### src/rtl/vertical_counter.sv
//============================================================================
// Module      : vertical_counter
// Description : Vertical timing stage of the VGA pipeline. Counts lines on
//               the horizontal line-end strobe and produces registered,
//               mutually aligned hsync / vsync / video_on / pixel
//               coordinates plus a one-cycle frame-end strobe.
// Ports       : clock     - system clock, rising edge
//               res       - asynchronous active-low reset
//               line_end  - one-cycle strobe, last pixel of a line
//               h_count   - horizontal pixel count (10 bit)
//               v_count   - current line number, 0..V_TOTAL-1
//               hsync     - registered horizontal sync
//               vsync     - registered vertical sync
//               video_on  - registered visible-area flag
//               pixel_x   - registered h_count, aligned with video_on
//               pixel_y   - registered v_count, aligned with video_on
//               frame_end - one-cycle strobe, first line of a new frame
// Revision    : 1.0 - initial release
//============================================================================
`default_nettype none

module vertical_counter #(
  parameter int   H_VISIBLE = 640,
  parameter int   H_FRONT   = 16,
  parameter int   H_SYNC    = 96,
  parameter int   H_BACK    = 48,
  parameter int   V_VISIBLE = 480,
  parameter int   V_FRONT   = 10,
  parameter int   V_SYNC    = 2,
  parameter int   V_BACK    = 33,
  parameter logic SYNC_POL  = 1'b0
) (
  input  logic       clock,
  input  logic       res,
  input  logic       line_end,
  input  logic [9:0] h_count,
  output logic [9:0] v_count,
  output logic       hsync,
  output logic       vsync,
  output logic       video_on,
  output logic [9:0] pixel_x,
  output logic [9:0] pixel_y,
  output logic       frame_end
);

  // All timing boundaries as 10-bit unsigned constants.
  localparam logic [9:0] c_h_visible    = 10'(H_VISIBLE);
  localparam logic [9:0] c_h_sync_start = 10'(H_VISIBLE + H_FRONT);
  localparam logic [9:0] c_h_sync_end   = 10'(H_VISIBLE + H_FRONT + H_SYNC);
  localparam logic [9:0] c_h_total      = 10'(H_VISIBLE + H_FRONT + H_SYNC + H_BACK);
  localparam logic [9:0] c_v_visible    = 10'(V_VISIBLE);
  localparam logic [9:0] c_v_sync_start = 10'(V_VISIBLE + V_FRONT);
  localparam logic [9:0] c_v_sync_end   = 10'(V_VISIBLE + V_FRONT + V_SYNC);
  localparam logic [9:0] c_v_last       = 10'(V_VISIBLE + V_FRONT + V_SYNC + V_BACK - 1);

  logic [9:0] r_v_count;
  logic       r_hsync;
  logic       r_vsync;
  logic       r_video_on;
  logic [9:0] r_pixel_x;
  logic [9:0] r_pixel_y;
  logic       r_frame_end;

  logic       w_h_in_range;
  logic       w_hsync_active;
  logic       w_vsync_active;
  logic       w_video_on;

  // Decode from the current h_count and the *current* line register, so the
  // outputs describe the pixel that was presented this cycle. Because the
  // horizontal and vertical counters wrap on the same edge, the pair is
  // always consistent. The explicit range term keeps out-of-range h_count
  // values (>= H_TOTAL) inactive even if the window constants change.
  always_comb begin
    w_h_in_range   = (h_count < c_h_total);
    w_hsync_active = w_h_in_range &&
                     (h_count >= c_h_sync_start) && (h_count < c_h_sync_end);
    w_vsync_active = (r_v_count >= c_v_sync_start) && (r_v_count < c_v_sync_end);
    w_video_on     = w_h_in_range && (h_count < c_h_visible) &&
                     (r_v_count < c_v_visible);
  end

  always_ff @(posedge clock or negedge res) begin
    if (!res) begin
      r_v_count   <= '0;
      r_hsync     <= ~SYNC_POL;
      r_vsync     <= ~SYNC_POL;
      r_video_on  <= 1'b0;
      r_pixel_x   <= '0;
      r_pixel_y   <= '0;
      r_frame_end <= 1'b0;
    end else begin
      r_frame_end <= 1'b0;
      // line_end is trusted on its own; >= (not ==) lets a counter that is
      // somehow beyond the last line recover at the next line end.
      if (line_end) begin
        if (r_v_count >= c_v_last) begin
          r_v_count   <= '0;
          r_frame_end <= 1'b1;
        end else begin
          r_v_count   <= r_v_count + 10'd1;
        end
      end
      r_hsync    <= w_hsync_active ? SYNC_POL : ~SYNC_POL;
      r_vsync    <= w_vsync_active ? SYNC_POL : ~SYNC_POL;
      r_video_on <= w_video_on;
      r_pixel_x  <= h_count;
      r_pixel_y  <= r_v_count;
    end
  end

  assign v_count   = r_v_count;
  assign hsync     = r_hsync;
  assign vsync     = r_vsync;
  assign video_on  = r_video_on;
  assign pixel_x   = r_pixel_x;
  assign pixel_y   = r_pixel_y;
  assign frame_end = r_frame_end;

endmodule

`default_nettype wire

### config.mk
export PLATFORM = sky130hd
export DESIGN_NAME = vertical_counter
export DESIGN_NICKNAME = d
export VERILOG_FILES = /design/src/rtl/vertical_counter.sv
export SDC_FILE = /design/constraint.sdc
export NUM_CORES = 1
export LEC_CHECK = 0
export CORE_MARGIN = 8
export CORE_UTILIZATION = 44
export CTS_BUF_LIST = sky130_fd_sc_hd__clkbuf_8
export DETAILED_ROUTE_END_ITERATION = 10
export GPL_TIMING_DRIVEN = 0
export PLACE_DENSITY_LB_ADDON = 0.2
export SLEW_MARGIN = 30
export SYNTH_ARGS = -nofsm -noshare
export SYNTH_HDL_FRONTEND = slang
export SYNTH_SLANG_ARGS = --single-unit
### constraint.sdc
create_clock -name clock -period 1.5 [get_ports clock]
set_input_delay 0.225 -clock clock [delete_from_list [all_inputs] [get_ports clock]]
set_output_delay 0.225 -clock clock [all_outputs]
set_load 0.03 [all_outputs]
==> flow_summary.json <==
{
  "ant_nets": 0,
  "grt_overflow": 0,
  "power_density_nw_per_um2": 1290,
  "worstPathCellList": "clkdlybuf4s15_1",
  "cts_tree": "built",
  "r2r-end": "v_count[8]",
  "dp_hpwl_mm": 2.12,
  "ys_top_cells_by_area": "dfrtp_1 66%, dfstp_2 4.3%, ha_1 3.1%, a21oi_1 2.5%, nor3_1 2.5%",
  "fmax_ghz": 0.686,
  "cp_num_cells": 1,
  "rows": 19,
  "peakVddDrop_mv": 1.26,
  "synth_area_leader_cell": "dfrtp_1",
  "gp_congestion": 0.822,
  "skew_ps": 8.01,
  "numCtsBuffers": 5,
  "status": "finished, final reports clean",
  "power_frac_comb_pct": 24.5,
  "wirelength_mm": 2.85,
  "multi_input_area_sq_um": 359,
  "die_area_sq_um": 4710,
  "p_int_mw": 1.61,
  "synth.net_count": 109,
  "final-seq-area_sq_um": 856,
  "startpoint_type": "flip-flop",
  "setup_ws_ps": 42.0,
  "worst_slew_pin_slew_ps": 429,
  "cpMaxStageDelayCell": "dfrtp_1",
  "clk_latency_ps": 280,
  "cp_data_arrival_time_ps": 1230,
  "vias": 938,
  "avgSynthCellArea_sq_um": 13.1,
  "wl_met1_mm": 1.09,
  "dieHeight_um": 68.6,
  "r2r_setup_slack_ps": 100,
  "power_leakage_nw": 0.906,
  "cpLargestDelayFamily": "flip-flops",
  "min-delay-start": "h_count[2]",
  "rr_worst_depth": 4,
  "ys_ff_latch": 34,
  "insertedDiodeCount": 0,
  "critPathMaxFanout": 9,
  "cp-endpoint": "v_count[2]",
  "p_clk_share_pct": 28.9,
  "max_cap_viol_count": 0,
  "syn2layout_area_growth_pct": 51.8,
  "endpoint_kind": "output pin",
  "seqPwrFrac_pct": 46.6,
  "nets": 168,
  "n_fill_cell": 217,
  "switchingPower_mw": 0.770,
  "wl_met3_um": 346,
  "syn_inst": 93,
  "yosysWarnings": 0,
  "cts_sinks": 34,
  "drt_iter0_drc": 27,
  "grt.total_usage_pct": 13.2,
  "final_hold_viol_count": 0,
  "path_clk_slew_ps": 70,
  "top_layer": "met4",
  "grt_pass1_vias": 994,
  "ys_seq_area_share_pct": 70.0,
  "io_pins": 47,
  "routed-wl-met2_mm": 1.36,
  "swShare_pct": 32.3,
  "rr_startpoint": "v_count[1]",
  "core_area_sq_um": 2690,
  "postLayoutCoreUtil_pct": 68.9,
  "required_ps": 1270,
  "max_stage_delay_ps": 530,
  "routed_via_density": 5.10,
  "grt_max_degree": 20,
  "relSlewSlack_pct": 71.2,
  "cp-startpoint": "v_count[2]",
  "grt_pass1_wl_mm": 4.55,
  "start_util_pct": 45.4,
  "period_minus_slack_ps": 1460,
  "synth_cell_types": 29,
  "path_class": "flip-flop to output pin",
  "post-route-period-util_pct": 97.2,
  "ctsHtreeMaxLevel": 2,
  "die_w_um": 68.6,
  "setup_viol": 0,
  "slew_viol_final": 0,
  "antenna_found_initial": 0,
  "synth_top_area_share_pct": 65.7,
  "place_ws_ps": -133,
  "min_path_type": "input pin to flip-flop",
  "portBuffers": 46,
  "clk_path_buf_depth": 2,
  "worst-path-buf-inv": 1,
  "first_pass_iters": 4,
  "cts-root-buf": "clkbuf_8",
  "wl_per_cell_um": 15.5,
  "drive_above_1_share_pct": 17.0,
  "drcViolationCount": 0,
  "syn-cell-area_sq_um": 1220
}
-- per-stage QoR --
stage / cells / power (mW) / cell area [sq um] / hold WS, ps / TNS, ps
global route: 184 / 2.50 / 1850 / 370 / -11.1
floorplan: 93 / 1.42 / 1220 / -70.6 / 0
CTS: 180 / 2.36 / 1810 / 373 / 0
finish: 184 / 2.38 / 1850 / 383 / 0
detailed placement: 171 / 1.73 / 1740 / 175 / -348
global placement: 170 / 1.70 / 1720 / 448 / -14410
-- worst min path at each step --
stage | to | slack, ps | cells after the start
6_report | pixel_x[2] | 380 | 1
5_1_grt | pixel_x[2] | 370 | 1
4_1_cts | pixel_x[2] | 370 | 1
3_5_place_dp | pixel_x[3] | 180 | 1
3_3_place_gp | pixel_y[8] | 450 | 0
2_1_floorplan | frame_end | -70 | 0
-- synthesized netlist by cell type --
library cell / count
o211ai_1: 1
o21ai_0: 2
nand3_2: 2
ha_1: 3
nor2_1: 3
or4_1: 2
nor3_1: 6
nand2b_1: 1
and3_1: 1
o21a_1: 1
nand4_2: 1
dfrtp_1: 32
a21boi_0: 1
o31ai_1: 2
o21ai_1: 1
o22ai_1: 1
a21oi_2: 1
a21oi_1: 6
dfstp_2: 2
nor4_1: 2
clkbuf_1: 1
mux2i_1: 2
nand2_1: 8
nand3_1: 3
or3_1: 2
nand2_2: 1
nor4b_1: 1
inv_1: 3
a2bb2oi_1: 1
-- sequential cells by signal, summed over array words and instances, names as in the netlist --
register   cells
pixel_x       10
pixel_y       10
v_count       10
frame_end      1
hsync          1
video_on       1
vsync          1
-- cell families after synthesis --
group	share of synthesized area, %
AO/OA/AOI/OAI	8.73
adder cells (fa/ha/maj)	3.08
buffers and inverters	1.23
flip-flops	70.0
multiplexers	1.64
AND/OR/NAND/NOR	15.3
-- power by group through the flow --
stage | Sequential (mW) | Clock (mW) | Combinational [mW]
5_1_grt | 1.12 | 0.746 | 0.637
3_3_place_gp | 1.14 | 0 | 0.565
3_5_place_dp | 1.14 | 0 | 0.583
2_1_floorplan | 1.31 | 0 | 0.110
6_report | 1.11 | 0.689 | 0.585
4_1_cts | 1.12 | 0.711 | 0.524
-- timing repair --
item,CTS,global route
setup endpoints to repair,32,12
buffers inserted,0,4
gates resized for setup,32,8
gates cloned,0,0
hold endpoints to repair,15,0
hold buffers,1,0
-- layer usage --
| metal | up-vias | GRT usage (%) |
|---|---|---|
| met5 | - | 0 |
| met4 | 0 | 7.67 |
| met3 | 5 | 5.65 |
| met2 | 39 | 22.0 |
| met1 | 446 | 13.6 |
| li1 | 448 | - |
-- area by class of cell --
class                           count  area share, %
Sequential cell                    34           46.2
Timing Repair Buffer               52           26.3
Multi-Input combinational cell     55           19.4
Clock buffer                        6           4.46
Tap cell                           31           2.10
Clock inverter                      2          0.676
Inverter                            3          0.609
Buffer                              1          0.203
-- cells in the final DEF (no fill, tap or decap), types with 2 or more instances in the layout --
cell,Yosys,routed
nor2_1,3,3
or4_1,2,2
o31ai_1,2,2
o21ai_0,2,2
nor3_1,6,6
dfstp_2,2,2
mux2i_1,2,2
nand3_2,2,2
or3_1,2,2
nand2_1,8,8
clkdlybuf4s50_1,0,11
a21oi_1,6,6
ha_1,3,2
clkdlybuf4s15_1,0,2
buf_4,0,4
clkbuf_8,0,6
inv_1,3,3
dlygate4sd2_1,0,29
dfrtp_2,0,2
nand3_1,3,3
dlymetal6s2s_1,0,2
dfrtp_1,32,30
(Power assumes the default switching activity.)
